$ cat src/rtl/buf_sequencer_if.sv
// Handshake and buffer-control bundle between the job controller/loader and buf_sequencer.
// master drives job control and loader data; slave is the sequencer itself.
interface buf_sequencer_if #(
  parameter int LOG_DEPTH = 5,
  parameter int TILE_W    = 16
);
  logic                 start;
  logic [TILE_W-1:0]    num_tiles;
  logic [LOG_DEPTH-1:0] tile_len;
  logic                 ld_valid;
  logic                 ld_ready;
  logic                 buf_we;
  logic [LOG_DEPTH:0]   buf_waddr;
  logic                 buf_re;
  logic [LOG_DEPTH:0]   buf_raddr;
  logic                 obuf_we;
  logic [LOG_DEPTH-1:0] obuf_waddr;
  logic                 busy;
  logic                 done;
  logic [63:0]          cycle_count;

  modport master (
    output start, num_tiles, tile_len, ld_valid,
    input  ld_ready, buf_we, buf_waddr, buf_re, buf_raddr,
           obuf_we, obuf_waddr, busy, done, cycle_count
  );

  modport slave (
    input  start, num_tiles, tile_len, ld_valid,
    output ld_ready, buf_we, buf_waddr, buf_re, buf_raddr,
           obuf_we, obuf_waddr, busy, done, cycle_count
  );
endinterface

$ cat src/rtl/buf_sequencer.sv
// Ping-pong ibuf/wbuf sequencer: loader fills one bank while the array drains the other,
// array results are tracked through a PIPE_LAT delay line into obuf.
module buf_sequencer #(
  parameter int LOG_DEPTH = 5,
  parameter int PIPE_LAT  = 16,
  parameter int TILE_W    = 16
) (
  input logic            clk,
  input logic            rst,
  buf_sequencer_if.slave bus
);

  typedef enum logic [1:0] {IDLE, COMPUTE, FLUSH, DONE} state_t;

  state_t               state_q, state_d;
  logic [LOG_DEPTH-1:0] wr_ptr_q, wr_ptr_d, rd_ptr_q, rd_ptr_d;
  logic                 wr_bank_q, wr_bank_d, rd_bank_q, rd_bank_d;
  logic [1:0]           full_q, full_d;
  logic [TILE_W-1:0]    tiles_loaded_q, tiles_loaded_d;
  logic [TILE_W-1:0]    tiles_done_q, tiles_done_d;
  logic [TILE_W-1:0]    num_tiles_q, num_tiles_d;
  logic [LOG_DEPTH:0]   len_q, len_d;
  logic [LOG_DEPTH-1:0] obuf_waddr_q, obuf_waddr_d;
  logic [63:0]          cycle_count_q, cycle_count_d;
  logic [PIPE_LAT-1:0]  pipe_q, pipe_d;

  logic               ld_ready, wr_fire, rd_fire, wr_last, rd_last;
  logic [LOG_DEPTH:0] last_idx;

  assign ld_ready = (state_q == COMPUTE) && !full_q[wr_bank_q] && (tiles_loaded_q < num_tiles_q);
  assign wr_fire  = ld_ready && bus.ld_valid;
  assign rd_fire  = (state_q == COMPUTE) && full_q[rd_bank_q];
  assign last_idx = len_q - (LOG_DEPTH+1)'(1);
  assign wr_last  = ({1'b0, wr_ptr_q} == last_idx);
  assign rd_last  = ({1'b0, rd_ptr_q} == last_idx);

  // Delay line shifts toward the MSB; the MSB is the obuf write strobe.
  if (PIPE_LAT == 1) begin : g_pipe1
    assign pipe_d = rd_fire;
  end else begin : g_pipen
    assign pipe_d = {pipe_q[PIPE_LAT-2:0], rd_fire};
  end

  always_comb begin
    state_d        = state_q;
    wr_ptr_d       = wr_ptr_q;
    rd_ptr_d       = rd_ptr_q;
    wr_bank_d      = wr_bank_q;
    rd_bank_d      = rd_bank_q;
    full_d         = full_q;
    tiles_loaded_d = tiles_loaded_q;
    tiles_done_d   = tiles_done_q;
    num_tiles_d    = num_tiles_q;
    len_d          = len_q;
    obuf_waddr_d   = obuf_waddr_q;
    cycle_count_d  = cycle_count_q;

    if (state_q != IDLE) cycle_count_d = cycle_count_q + 64'd1;

    if (wr_fire) begin
      if (wr_last) begin
        wr_ptr_d          = '0;
        wr_bank_d         = !wr_bank_q;
        full_d[wr_bank_q] = 1'b1;
        tiles_loaded_d    = tiles_loaded_q + TILE_W'(1);
      end else begin
        wr_ptr_d = wr_ptr_q + LOG_DEPTH'(1);
      end
    end

    // Reader always holds a full bank, loader an empty one, so these never touch the same flag.
    if (rd_fire) begin
      if (rd_last) begin
        rd_ptr_d          = '0;
        rd_bank_d         = !rd_bank_q;
        full_d[rd_bank_q] = 1'b0;
        tiles_done_d      = tiles_done_q + TILE_W'(1);
      end else begin
        rd_ptr_d = rd_ptr_q + LOG_DEPTH'(1);
      end
    end

    if (pipe_q[PIPE_LAT-1]) obuf_waddr_d = obuf_waddr_q + LOG_DEPTH'(1);

    case (state_q)
      IDLE: begin
        if (bus.start) begin
          wr_ptr_d       = '0;
          rd_ptr_d       = '0;
          wr_bank_d      = 1'b0;
          rd_bank_d      = 1'b0;
          full_d         = '0;
          tiles_loaded_d = '0;
          tiles_done_d   = '0;
          obuf_waddr_d   = '0;
          cycle_count_d  = '0;
          num_tiles_d    = bus.num_tiles;
          len_d          = (bus.tile_len == '0) ? {1'b1, {LOG_DEPTH{1'b0}}} : {1'b0, bus.tile_len};
          state_d        = (bus.num_tiles == '0) ? DONE : COMPUTE;
        end
      end
      COMPUTE: if (tiles_done_q == num_tiles_q) state_d = FLUSH;
      FLUSH:   if (pipe_q == '0) state_d = DONE;
      DONE:    state_d = IDLE;
      default: state_d = IDLE;
    endcase
  end

  always_ff @(posedge clk or negedge rst) begin
    if (!rst) begin
      state_q        <= IDLE;
      wr_ptr_q       <= '0;
      rd_ptr_q       <= '0;
      wr_bank_q      <= 1'b0;
      rd_bank_q      <= 1'b0;
      full_q         <= '0;
      tiles_loaded_q <= '0;
      tiles_done_q   <= '0;
      num_tiles_q    <= '0;
      len_q          <= '0;
      obuf_waddr_q   <= '0;
      cycle_count_q  <= '0;
      pipe_q         <= '0;
    end else begin
      state_q        <= state_d;
      wr_ptr_q       <= wr_ptr_d;
      rd_ptr_q       <= rd_ptr_d;
      wr_bank_q      <= wr_bank_d;
      rd_bank_q      <= rd_bank_d;
      full_q         <= full_d;
      tiles_loaded_q <= tiles_loaded_d;
      tiles_done_q   <= tiles_done_d;
      num_tiles_q    <= num_tiles_d;
      len_q          <= len_d;
      obuf_waddr_q   <= obuf_waddr_d;
      cycle_count_q  <= cycle_count_d;
      pipe_q         <= pipe_d;
    end
  end

  assign bus.ld_ready    = ld_ready;
  assign bus.buf_we      = wr_fire;
  assign bus.buf_waddr   = {wr_bank_q, wr_ptr_q};
  assign bus.buf_re      = rd_fire;
  assign bus.buf_raddr   = {rd_bank_q, rd_ptr_q};
  assign bus.obuf_we     = pipe_q[PIPE_LAT-1];
  assign bus.obuf_waddr  = obuf_waddr_q;
  assign bus.busy        = (state_q != IDLE);
  assign bus.done        = (state_q == DONE);
  assign bus.cycle_count = cycle_count_q;

endmodule

$ cat src/flat_wrapper.sv
// flat-port wrapper written by rule: the top's interface ports become plain ports
module buf_sequencer_flat 
#(
  parameter int LOG_DEPTH = 5,
  parameter int PIPE_LAT  = 16,
  parameter int TILE_W    = 16
)
  (clk, rst, bus_start, bus_num_tiles, bus_tile_len, bus_ld_valid, bus_ld_ready, bus_buf_we, bus_buf_waddr, bus_buf_re, bus_buf_raddr, bus_obuf_we, bus_obuf_waddr, bus_busy, bus_done, bus_cycle_count);
  buf_sequencer_if #(.LOG_DEPTH(LOG_DEPTH), .TILE_W(TILE_W)) bus_i ();
  input logic clk;
  input logic rst;
  input wire logic [$bits(bus_i.start)-1:0] bus_start;
  input wire logic [$bits(bus_i.num_tiles)-1:0] bus_num_tiles;
  input wire logic [$bits(bus_i.tile_len)-1:0] bus_tile_len;
  input wire logic [$bits(bus_i.ld_valid)-1:0] bus_ld_valid;
  output wire logic [$bits(bus_i.ld_ready)-1:0] bus_ld_ready;
  output wire logic [$bits(bus_i.buf_we)-1:0] bus_buf_we;
  output wire logic [$bits(bus_i.buf_waddr)-1:0] bus_buf_waddr;
  output wire logic [$bits(bus_i.buf_re)-1:0] bus_buf_re;
  output wire logic [$bits(bus_i.buf_raddr)-1:0] bus_buf_raddr;
  output wire logic [$bits(bus_i.obuf_we)-1:0] bus_obuf_we;
  output wire logic [$bits(bus_i.obuf_waddr)-1:0] bus_obuf_waddr;
  output wire logic [$bits(bus_i.busy)-1:0] bus_busy;
  output wire logic [$bits(bus_i.done)-1:0] bus_done;
  output wire logic [$bits(bus_i.cycle_count)-1:0] bus_cycle_count;
  assign bus_i.start = bus_start;
  assign bus_i.num_tiles = bus_num_tiles;
  assign bus_i.tile_len = bus_tile_len;
  assign bus_i.ld_valid = bus_ld_valid;
  assign bus_ld_ready = bus_i.ld_ready;
  assign bus_buf_we = bus_i.buf_we;
  assign bus_buf_waddr = bus_i.buf_waddr;
  assign bus_buf_re = bus_i.buf_re;
  assign bus_buf_raddr = bus_i.buf_raddr;
  assign bus_obuf_we = bus_i.obuf_we;
  assign bus_obuf_waddr = bus_i.obuf_waddr;
  assign bus_busy = bus_i.busy;
  assign bus_done = bus_i.done;
  assign bus_cycle_count = bus_i.cycle_count;
  buf_sequencer #(.LOG_DEPTH(LOG_DEPTH), .PIPE_LAT(PIPE_LAT), .TILE_W(TILE_W)) u_core (.clk(clk), .rst(rst), .bus(bus_i));
endmodule
$ cat config.mk
export PLATFORM = sky130hd
export DESIGN_NAME = buf_sequencer_flat
export DESIGN_NICKNAME = d
export VERILOG_FILES = /design/src/rtl/buf_sequencer_if.sv /design/src/rtl/buf_sequencer.sv /design/src/flat_wrapper.sv
export SDC_FILE = /design/constraint.sdc
export NUM_CORES = 1
export LEC_CHECK = 0
export BUFFER_PORTS_ARGS = -buffer_cell sky130_fd_sc_hd__buf_4
export CORE_UTILIZATION = 63
export DETAILED_ROUTE_END_ITERATION = 10
export PLACE_DENSITY_LB_ADDON = 0.25
export SKIP_LAST_GASP = 1
export SYNTH_ARGS = -nofsm -noshare
export SYNTH_HDL_FRONTEND = slang
export SYNTH_SLANG_ARGS = --single-unit
$ cat constraint.sdc
create_clock -name clk -period 5.08 [get_ports clk]
set_input_delay 1.016 -clock clk [delete_from_list [all_inputs] [get_ports clk]]
set_output_delay 1.016 -clock clk [all_outputs]
set_load 0.005 [all_outputs]
# [Yosys cells after proc, flatten, opt, wreduce, memory -nomap -nowiden]
# Index checks and enable logic that the tools add are counted.
[word_totals] regBits=155 out_inout_bits=87 word_cells=103
[op_classes] addsub=7 order_cmp=5 eq_ne=9 mux=50 bitwise_logic=3 reduce_logical=16
[op_table] cell="64-bit two-way mux" n=3
[op_table] cell="16-bit two-way mux" n=8
[op_table] cell="64-bit by 1-bit adder with 64-bit output (second input constant)" n=1
[op_table] cell="5-bit two-way mux" n=11
[op_table] cell="16-bit by 1-bit adder with 16-bit output (second input constant)" n=2
[op_table] cell="16-bit zero test" n=2
[op_table] cell="2-bit two-way mux" n=10
[op_table] cell="16-bit equality test" n=1
[op_table] cell="16-bit < comparator" n=1
[op_table] cell="5-bit by 1-bit adder with 5-bit output (second input constant)" n=3
[op_table] cell="1-bit two-way mux" n=14
[op_table] cell="5-bit by 6-bit equality test with 1-bit output" n=2
[op_table] cell="2-bit one-hot mux with 4 select lines" n=1
[op_table] cell="1-bit logical AND" n=6
[op_table] cell="6-bit two-way mux" n=1
[op_table] cell="6-bit by 1-bit subtractor with 6-bit output (second input constant)" n=1
[op_table] cell="5-bit zero test" n=1
[op_table] cell="2-bit equality test (second input constant)" n=2
[op_table] cell="1-bit by 2-bit < comparator with 1-bit output (second input constant)" n=2
[op_table] cell="2-bit inequality test (second input constant)" n=2
[op_table] cell="1-bit zero test" n=3
[op_table] cell="3-bit AND reduction" n=1
[op_table] cell="2-bit bitwise AND" n=1
[op_table] cell="1-bit demux with 1-bit select" n=2
[op_table] cell="other kinds (8)" n=9

# [Logic depth before layout (Yosys ltp)]
# Gate-level depths: netlist (run 1).
[depth] ltp_word=12 depth_mapped=10

# [Worst setup path before layout (run 1)]
# No wires, ideal clock.
[synth_timing] path_type="register to output" start="register u_core.num_tiles_q[15]" end="output bus_ld_ready" arrival_time_ps=2016 t_required_ps=4064 path_slack_ps=2048 path_stages_with_launch=8 n_path_buf=1 path_cell_list="dfrtp_1 -> inv_1 -> ha_1 -> nand4_1 -> or3_1 -> o31ai_2 -> clkbuf_1 -> nor2_1"
[synth_via] elab_chain_len=2
[synth_lines] item="from (decl)" line_no="buf_sequencer.sv:21" source="logic [TILE_W-1:0] num_tiles_q, num_tiles_d;"
[synth_lines] item="from (signal assigned)" line_no="buf_sequencer.sv:133" source="num_tiles_q <= num_tiles_d;"
[synth_lines] item="16-bit < comparator" line_no="buf_sequencer.sv:30" source="assign ld_ready = (state_q == COMPUTE) && !full_q[wr_bank_q] && (tiles_loaded_q < num_tiles_q);"
[synth_lines] item="1-bit logical AND" line_no="buf_sequencer.sv:30"
[synth_lines] item="to (decl)" line_no="flat_wrapper.sv:16" source="output wire logic [$bits(bus_i.ld_ready)-1:0] bus_ld_ready;"
# Every way passes these cells.

# [Worst setup path in the final report (run 1)]
[layout_timing] start="register u_core.num_tiles_q[15]" end="output bus_buf_we"
[layout_via] elab_chain_len=3
[layout_lines] item="16-bit < comparator" line_no="buf_sequencer.sv:30"
[layout_lines] item="1-bit logical AND" line_no="buf_sequencer.sv:30"
[layout_lines] item="1-bit logical AND" line_no="buf_sequencer.sv:31" source="assign wr_fire = ld_ready && bus.ld_valid;"
[layout_lines] item="to (decl)" line_no="flat_wrapper.sv:17" source="output wire logic [$bits(bus_i.buf_we)-1:0] bus_buf_we;"
# Every way passes these cells.

==> results.ini, run 1 <==
[floorplanning]
die_area_um2 = 14000
initial_core_util_pct = 64.4
core_region_area_um2 = 13200
die_h_um = 118
die_w_um = 118
io_pins = 112
rows = 42

[global_route]
gr-usage-met3_pct = 5.65
met2_usage_pct = 49.4
grt_start_max_net_pins = 89
top_usage_layer = met2
overflow = 0
grt_util_met1_pct = 41.3
grt_first_pass_wirelength_um = 33900
grt_pass1_vias = 6860
grt_usage_pct = 30.6
antenna_found_initial = 0

[clock_network]
cts_setup_buffers = 0
cts-htree-levels = 4
cts.repair.resized = 0
clkLatencyLatePin_ns = 0.44
numCtsBuffers = 17
clk_path_buf_depth = 2
cts_root_buf = clkbuf_16
clk_pin_slew_worst_paths_ns = 0.07
cts_tree = done
clkSinkCount = 155
ctsHoldBuffers = 0

[placement]
dp_hpwl_um = 14000
io_buffer_count = 111
gp_congestion = 0.904
pre_cts_ws_ns = 2.07

[route]
first_pass_iters = 6
drt_iter0_markers = 704
wl_um = 20700
via_count = 7371
antenna_left = 0
vias_per_cell = 6.35
avgRoutedWirePerCell_um = 17.8
drc_errors = 0

[yosys]
synthCells = 882
ys_warn_count = 0
synth-edff-count = 0
ys_async_sr_fraction_pct = 100
avgSynthCellArea_um2 = 9.64
yosysTopAreaCell = dfrtp_1
synth_cell_types = 61
ys_seq_area_share_pct = 45.6
synth_top_area_share_pct = 45.6
syn-num-nets = 933
ys.flop_type = dfrtp_1
ys_seq_elements = 155
synth_area_leaders = dfrtp_1 46%, mux2i_1 6.0%, nand2_1 5.3%
synth_area_um2 = 8500

[setup_path]
path_delay_family = simple AND/OR/NAND/NOR gates
crit_slowest_cell = or3_1
critical_path.max_fanout = 11
cp-end-kind = output pin
critPathMaxStageDelay_ns = 0.46
required_ns = 4.06
path_cells = inv_1 -> ha_1 -> nand4_1 -> or3_1 -> o311ai_1 -> buf_4 -> nor2_1 -> buf_4
worstSetupStartpointType = register
cp_num_buf_inv = 3
cpMostUsedCell = buf_4
crit_arrival_ns = 2.48
path_class = reg -> out

[pwr]
power_mw = 4.02
p_leak_nw = 4.42
power_density_nw_per_um2 = 403
vdd_drop_max_mv = 0.317

[final_layout]
antenna_cells = 0
syn2layout_area_growth_pct = 17.5
layout.nets = 1023
final_core_util_pct = 75.7
drive_above_1_share_pct = 17.8
fill_cells = 911

[run_status]
status = finished clean

[flow_run]
cap_violations = 0

[timing]
min_period_over_period_pct = 68.8
skew_ns = 0.0112
finalCriticalPeriod_ns = 3.50
hold_ws_ns = 0.371
maxSlewHeadroom_pct = 28.8
hold_viol = 0
tightest_slew_ns = 1.06
finalSetupTns_ns = 0
setup_slack_ns = 1.58
slew_viol_final = 0
finalSetupViolations = 0
rsz0062_at_grt = no
max_freq_mhz = 286

[min_path]
hold_path.class = reg -> reg

## metrics by stage
| stage | instances | area [um^2] |
|---|---|---|
| 2_1_floorplan | 882 | 8500 |
| 3_3_place_gp | 1129 | 9430 |
| 3_5_place_dp | 1129 | 9430 |
| 4_1_cts | 1161 | 9990 |
| 5_1_grt | 1161 | 9990 |
| 6_report | 1161 | 9990 |
## logic make-up (layout without fill, tap and decap cells)
kind of cell	Yosys count	in the layout	synth area share [%]
buffers and inverters	83	186	3.86
adder cells (fa/ha/maj)	26	26	3.83
AND/OR/NAND/NOR	383	383	24.6
multiplexers	51	51	6.01
XOR/XNOR	38	38	4.24
flip-flops	155	155	45.6
AO/OA/AOI/OAI	146	146	11.9
## cell usage after synthesis (all sizes together) (12+ instances only)
cell    instances
mux2i          51
and3           12
nor2           24
o211ai         14
nand2         121
clkbuf         33
o21ai          37
buf            15
nor4           38
nand3          45
nand2b         29
inv            35
nand4          48
a21oi          30
or4            18
ha             26
dfrtp         155
xnor2          24
o31ai          34
xor2           12
nor3           14
## sequential cells by signal, summed over array words and instances, names as in the netlist
| signal | count |
|---|---|
| u_core.full_q | 2 |
| u_core.rd_bank_q | 1 |
| u_core.state_q | 2 |
| u_core.wr_ptr_q | 5 |
| u_core.len_q | 6 |
| u_core.rd_ptr_q | 5 |
| u_core.num_tiles_q | 16 |
| u_core.bus.obuf_waddr | 5 |
| u_core.tiles_loaded_q | 16 |
| u_core.wr_bank_q | 1 |
| u_core.tiles_done_q | 16 |
| u_core.pipe_q | 16 |
| u_core.bus.cycle_count | 64 |
## layout by cell type, fill, tap and decap left out, types with 31 or more instances in the layout
| master | count |
|---|---|
| dfrtp_1 | 155 |
| nand2_1 | 120 |
| buf_4 | 118 |
| mux2i_1 | 51 |
| nand4_1 | 45 |
| nand3_1 | 44 |
| o21ai_0 | 37 |
| inv_1 | 35 |
| nor4_1 | 35 |
| o31ai_1 | 31 |
## final cells by class
cell class / count / area (um^2) / share of cell area (%)
sequential: 155 / 3880 / 38.8
tap: 176 / 220 / 2.21
multi-input combinational: 644 / 4300 / 43.1
clock buffer: 17 / 425 / 4.26
clock inverter: 15 / 133 / 1.33
inverter: 35 / 131 / 1.32
timing repair buffer: 119 / 897 / 8.98
## worst reg2reg max path, cell delays in order (launching register included)
cell     delay (ns)
dfrtp_1        0.45
inv_1          0.08
ha_1           0.34
xnor2_1        0.14
nor4b_1        0.28
nand4_1        0.73
or4_1          0.76
a21oi_1        0.17
## where the power goes
| part | switching (mW) | internal, mW |
|---|---|---|
| registers | 0.179 | 1.38 |
| clock network | 0.558 | 0.641 |
| logic | 0.768 | 0.492 |
| total | 1.51 | 2.52 |
## final timing paths
kind,startpoint,endpoint,slack (ns),cells after the start
setup / recovery,u_core.num_tiles_q[15]$_DFFE_PN0P_,bus_buf_we,1.58,8
hold / removal,u_core.pipe_q[5]$_DFF_PN0_,u_core.pipe_q[6]$_DFF_PN0_,0.37,0
setup reg to reg,u_core.len_q[0]$_DFFE_PN0P_,u_core.tiles_done_q[3]$_DFF_PN0_,2.02,7
hold reg to reg,u_core.pipe_q[5]$_DFF_PN0_,u_core.pipe_q[6]$_DFF_PN0_,0.37,0
max in group asynchronous,rst,u_core.rd_bank_q$_DFF_PN0_,3.44,2
min in group asynchronous,rst,u_core.pipe_q[14]$_DFF_PN0_,0.63,1
## layer usage
layer  vias up  share of wire [%]
li1       3432                  -
met1      3617                 45
met2       283                 47
met3        39                5.6
met4         0                2.0
met5         -                  0
(Power assumes the default switching activity.)
==> run 2, diff against run 1 <==
--- a/config.mk
+++ b/config.mk
@@ -6,7 +6,7 @@
 export NUM_CORES = 1
 export LEC_CHECK = 0
 export BUFFER_PORTS_ARGS = -buffer_cell sky130_fd_sc_hd__buf_4
-export CORE_UTILIZATION = 63
+export CORE_UTILIZATION = 58
 export DETAILED_ROUTE_END_ITERATION = 10
 export PLACE_DENSITY_LB_ADDON = 0.25
 export SKIP_LAST_GASP = 1
==> constraint.sdc (replaced) <==
create_clock -name clk -period 3.6 [get_ports clk]
set_input_delay 0.72 -clock clk [delete_from_list [all_inputs] [get_ports clk]]
set_output_delay 0.72 -clock clk [all_outputs]
set_load 0.005 [all_outputs]
==> results.ini, run 2 (synthesized netlist as in run 1, its figures left out) <==
[run_status]
status = finished clean

[clock_network]
clk_path_buf_depth = 2  ; unchanged
clkLatencyLatePin_ns = 0.43  ; about the same
clkSinkCount = 155  ; unchanged
cts_setup_buffers = 0  ; unchanged
ctsHoldBuffers = 0  ; unchanged
numCtsBuffers = 17  ; unchanged
cts.repair.resized = 0  ; unchanged
cts_tree = done
cts-htree-levels = 4  ; unchanged
cts_root_buf = clkbuf_16
clk_pin_slew_worst_paths_ns = 0.06  ; about the same

[setup_path]
reg2regPathDepth = 7  ; unchanged
worstSetupStartpointType = register
timing.rr.end = u_core.bus.cycle_count[47]$_DFF_PN0_
required_ns = 2.88  ; -1.18 ns
rrSetupSlack_ns = 0.81  ; -1.21 ns
crit_arrival_ns = 2.47  ; about the same
path_class = reg -> out
cp-end-kind = output pin
critical_path.max_fanout = 14  ; +3
r2r_start = u_core.state_q[0]$_DFFE_PN0P_

[timing]
finalCriticalPeriod_ns = 3.19
rsz0062_at_grt = no
slew_viol_final = 0  ; unchanged
hold_viol = 0  ; unchanged
max_freq_mhz = 313
finalSetupTns_ns = 0  ; unchanged
maxSlewHeadroom_pct = 44.6  ; +16 points
min_period_over_period_pct = 88.7
tightest_slew_ns = 0.824  ; -0.236 ns
finalSetupViolations = 0  ; unchanged
hold_ws_ns = 0.311  ; -0.0603 ns
skew_ns = 0.00743  ; -0.00380 ns

[placement]
io_buffer_count = 111  ; unchanged
gp_congestion = 0.852  ; -5.8%
dp_hpwl_um = 14000  ; about the same

[floorplanning]
rows = 43  ; +2.4%
die_w_um = 123  ; +4.2%
die_h_um = 123  ; +4.2%
die_area_um2 = 15100  ; +8.5%
io_pins = 112  ; unchanged
core_region_area_um2 = 14100  ; +6.9%
initial_core_util_pct = 60.3  ; -4.1 points

[route]
vias_per_cell = 6.18  ; -2.6%
first_pass_iters = 5  ; -1
via_count = 7251  ; -1.6%
avgRoutedWirePerCell_um = 17.5  ; -1.8%
antenna_left = 0  ; unchanged
drc_errors = 0  ; unchanged
wl_um = 20500  ; -0.75%
drt_iter0_markers = 673  ; -4.4%

[global_route]
overflow = 0  ; unchanged
grt_pass1_vias = 6656  ; -3.0%
grt_first_pass_wirelength_um = 33000  ; -2.4%
antenna_found_initial = 0  ; unchanged
grt_usage_pct = 28.1  ; -2.4 points
grt_start_max_net_pins = 76  ; -15%

[final_layout]
layout.nets = 1031  ; +0.78%
drive_above_1_share_pct = 18.3  ; +0.56 points
final_cell_mix = 155 x dfrtp_1, 125 x buf_4, 120 x nand2_1, 51 x mux2i_1, 45 x nand4_1
syn2layout_area_growth_pct = 18.9
antenna_cells = 0  ; unchanged
final_core_util_pct = 71.7  ; -4.0 points
largest_reg_flops = 64  ; unchanged
layout.cells.most_common = dfrtp_1

[pwr]
vdd_drop_max_mv = 0.595  ; +88%
power_density_nw_per_um2 = 571  ; +42%
p_leak_nw = 4.49  ; +1.7%

[min_path]
hold_path.class = in -> async

[flow_run]
cap_violations = 0  ; unchanged

[run 2: worst max path at each step]
stage	cells after the start	endpoint	start	slack, ns
2_1_floorplan	7	bus_ld_ready	u_core.num_tiles_q[15]$_DFFE_PN0P_	0.86
3_3_place_gp	8	bus_buf_we	u_core.num_tiles_q[15]$_DFFE_PN0P_	0.93
3_5_place_dp	7	u_core.bus.cycle_count[51]$_DFF_PN0_	u_core.state_q[0]$_DFFE_PN0P_	0.90
4_1_cts	8	bus_ld_ready	u_core.num_tiles_q[11]$_DFFE_PN0P_	0.43
5_1_grt	8	bus_ld_ready	u_core.num_tiles_q[11]$_DFFE_PN0P_	0.27
6_report	8	bus_ld_ready	u_core.num_tiles_q[11]$_DFFE_PN0P_	0.41
[run 2: worst max-delay path, cell delays in order (launching register included)]
cell	delay (ns)
dfrtp_1	0.37
inv_1	0.07
ha_1	0.31
nand4_1	0.17
or3_1	0.46
o31ai_2	0.22
buf_4	0.25
nor2_1	0.06
buf_4	0.14
[run 2: per-stage QoR]
step	worst slack, ns	std cells	cell area, um^2	power [mW]
after detailed placement	0.897	1141	9510	3.95
after CTS	0.429	1173	10100	5.78
final	0.406	1173	10100	5.77
after floorplan	0.864	882	8500	3.40
after global placement	0.926	1141	9510	3.91
after global routing	0.272	1173	10100	6.08
[run 2: power by group]
group          internal, mW  switching (mW)
combinational         0.705            1.06
sequential             1.95           0.240
clock                  1.09           0.720
total                  3.75            2.02
[run 2: area by class of cell]
cell class	instances	area, um^2
Fill cell	1102	3990
Tap cell	180	225
Multi-Input combinational cell	644	4300
Clock inverter	10	115
Timing Repair Buffer	127	970
Clock buffer	22	484
Sequential cell	155	3880
Inverter	35	131
[run 2: routing by layer]
layer  part of all wire [%]  track usage (%)  wire length [um]  vias up
li1                       -                -                 -     3444
met1                     44             37.8              9110     3523
met2                     48             45.6              9790      252
met3                    6.1             5.63              1260       32
met4                    1.8             9.56               378        0
met5                      0                0                 0        -
==> run 3, diff against run 2 <==
--- a/config.mk
+++ b/config.mk
@@ -9,6 +9,7 @@
 export CORE_UTILIZATION = 58
 export DETAILED_ROUTE_END_ITERATION = 10
 export PLACE_DENSITY_LB_ADDON = 0.25
+export RECOVER_POWER = 50
 export SKIP_LAST_GASP = 1
 export SYNTH_ARGS = -nofsm -noshare
 export SYNTH_HDL_FRONTEND = slang
==> results.ini, run 3 (synthesized netlist as in run 1, its figures left out) <==
[route]
drt_iter0_markers = 727  ; +8.0%
antenna_left = 0  ; unchanged
drc_errors = 0  ; unchanged
wl_um = 20400  ; -0.53%
avgRoutedWirePerCell_um = 17.4  ; -0.53%
via_count = 7264  ; +0.18%
vias_per_cell = 6.19  ; +0.18%
first_pass_iters = 5  ; unchanged

[setup_path]
cp_num_buf_inv = 3  ; unchanged
worstSetupStartpointType = register
critPathMaxStageDelay_ns = 0.46  ; about the same
cp-end-kind = output pin
r2r_start = u_core.state_q[0]$_DFFE_PN0P_
rrSetupSlack_ns = 0.82  ; about the same
path_class = reg -> out
crit_slowest_cell = or3_1
cp-startpoint = u_core.num_tiles_q[11]$_DFFE_PN0P_
cpMostUsedCell = buf_4
path_cells = inv_1 -> ha_1 -> nand4_1 -> or3_1 -> o31ai_2 -> buf_4 -> nor2_1 -> buf_4
path_delay_family = simple AND/OR/NAND/NOR gates
required_ns = 2.88  ; about the same
critical_path.max_fanout = 14  ; unchanged
crit_arrival_ns = 2.45  ; -0.02 ns

[floorplanning]
io_pins = 112  ; unchanged
initial_core_util_pct = 60.3  ; unchanged
die_h_um = 123  ; unchanged
die_w_um = 123  ; unchanged
core_region_area_um2 = 14100  ; unchanged
die_area_um2 = 15100  ; unchanged
rows = 43  ; unchanged

[flow_run]
cap_violations = 1  ; +1

[global_route]
grt_start_max_net_pins = 76  ; unchanged
grt_util_met1_pct = 37.8  ; unchanged
antenna_found_initial = 0  ; unchanged
grt_usage_pct = 28.1  ; unchanged
overflow = 0  ; unchanged
met2_usage_pct = 45.6  ; unchanged
top_usage_layer = met2
grt_first_pass_wirelength_um = 33000  ; unchanged
gr-usage-met3_pct = 5.63  ; unchanged
grt_pass1_vias = 6656  ; unchanged

[clock_network]
cts-htree-levels = 4  ; unchanged
clkSinkCount = 155  ; unchanged
cts_tree = done
cts.repair.resized = 0  ; unchanged
ctsHoldBuffers = 0  ; unchanged
clkLatencyLatePin_ns = 0.42  ; about the same
clk_path_buf_depth = 2  ; unchanged
clk_pin_slew_worst_paths_ns = 0.06  ; about the same
cts_setup_buffers = 0  ; unchanged
cts_root_buf = clkbuf_16
numCtsBuffers = 17  ; unchanged

[final_layout]
largest_reg_flops = 64  ; unchanged
final_cell_mix = 155 x dfrtp_1, 120 x nand2_1, 100 x buf_4, 51 x mux2i_1, 45 x nand4_1
layout.cells.most_common = dfrtp_1
syn2layout_area_growth_pct = 18.6
fin_area_um2 = 10100  ; -0.27%
final_core_util_pct = 71.5  ; -0.20 points
layout.nets = 1031  ; unchanged
layoutNonFillerInstCount = 1173  ; unchanged
seq_area_um2 = 3880  ; unchanged
fill_cells = 1109  ; +0.64%
drive_above_1_share_pct = 17.8  ; -0.50 points
antenna_cells = 0  ; unchanged
multi_input_area_um2 = 4300  ; unchanged

[timing]
hold_viol = 0  ; unchanged
finalSetupTns_ns = 0  ; unchanged
max_freq_mhz = 315  ; +0.71%
rsz0062_at_grt = no
min_period_over_period_pct = 88.1  ; -0.63 points
slew_viol_final = 75  ; +75
tightest_slew_ns = 1.88  ; +1.05 ns
maxSlewHeadroom_pct = -25.0  ; -70 points
finalCriticalPeriod_ns = 3.17  ; -0.0226 ns
skew_ns = 0.00739  ; -0.0000415 ns
finalSetupViolations = 0  ; unchanged

[pwr]
p_leak_nw = 4.45  ; -0.77%
vdd_drop_max_mv = 0.593  ; -0.38%
power_switching_mw = 2.01  ; -0.11%
p_seq_share_pct = 38.1  ; about the same
power_frac_comb_pct = 30.6  ; about the same
p_int_mw = 3.75  ; about the same
p_sw_share_pct = 35.0  ; about the same
power_density_nw_per_um2 = 572  ; +0.19%
power_mw = 5.76  ; about the same
p_clk_share_pct = 31.4  ; about the same

[placement]
gp_congestion = 0.852  ; unchanged
dp_hpwl_um = 14000  ; unchanged
dp_cells = 1141  ; unchanged
io_buffer_count = 111  ; unchanged
place_area_um2 = 9510  ; unchanged

[min_path]
hp-start = u_core.pipe_q[4]$_DFF_PN0_
hold_path.class = reg -> reg

[run_status]
violations = max-capacitance violations, max-slew violations
status = complete, but fails checks

## run 3: cell types whose count changed in the layout (fill, tap and decap cells not counted)
cell / before / now
buf_4: 125 / 100
buf_6: 1 / 0
clkbuf_1: 1 / 6
clkbuf_4: 0 / 19
clkbuf_2: 0 / 2
## run 3: path summary, 6_finish.rpt
| check | endpoint | cells past startpoint |
|---|---|---|
| worst max-delay path | bus_ld_ready | 8 |
| worst min-delay path | u_core.pipe_q[5]$_DFF_PN0_ | 0 |
| worst max register to register | u_core.bus.cycle_count[51]$_DFF_PN0_ | 7 |
| worst min register to register | u_core.pipe_q[5]$_DFF_PN0_ | 0 |
| max in group asynchronous | u_core.pipe_q[3]$_DFF_PN0_ | 2 |
| min in group asynchronous | u_core.bus.cycle_count[16]$_DFF_PN0_ | 1 |
## run 3: cell type report
cell class	instances	area share, %
well taps	180	2.23
flip-flops and latches	155	38.5
inverters	35	1.30
clock inverters	10	1.14
clock buffers	22	4.81
multi-input cells	644	42.7
repair buffers	127	9.35
## run 3: stage by stage
step | worst slack (ns) | hold WS (ns)
floorplan | 0.864 | 0.354
global placement | 0.926 | 0.358
detailed placement | 0.897 | 0.364
CTS | 0.429 | 0.342
global route | 0.272 | 0.391
finish | 0.428 | 0.378
## run 3: power groups by stage
stage / Clock (mW) / Sequential, mW / Combinational, mW
6_report: 1.81 / 2.19 / 1.76
5_1_grt: 1.90 / 2.22 / 1.95
4_1_cts: 1.82 / 2.19 / 1.76
3_5_place_dp: 0 / 2.22 / 1.73
3_3_place_gp: 0 / 2.20 / 1.71
2_1_floorplan: 0 / 2.14 / 1.26
## run 3: worst reg2reg max path, stage by stage, from the launching register on
cell,delay (ns)
dfrtp_1,0.40
inv_1,0.08
ha_1,0.34
nand4b_1,0.38
nor2_1,0.31
nand4_2,0.39
or4_1,0.62
a21oi_1,0.18
## run 3: routing by layer
layer | up-vias | share of wire (%)
met4 | 0 | 1.9
met1 | 3508 | 44
met2 | 265 | 48
met3 | 35 | 6.6
met5 | - | 0
li1 | 3456 | -
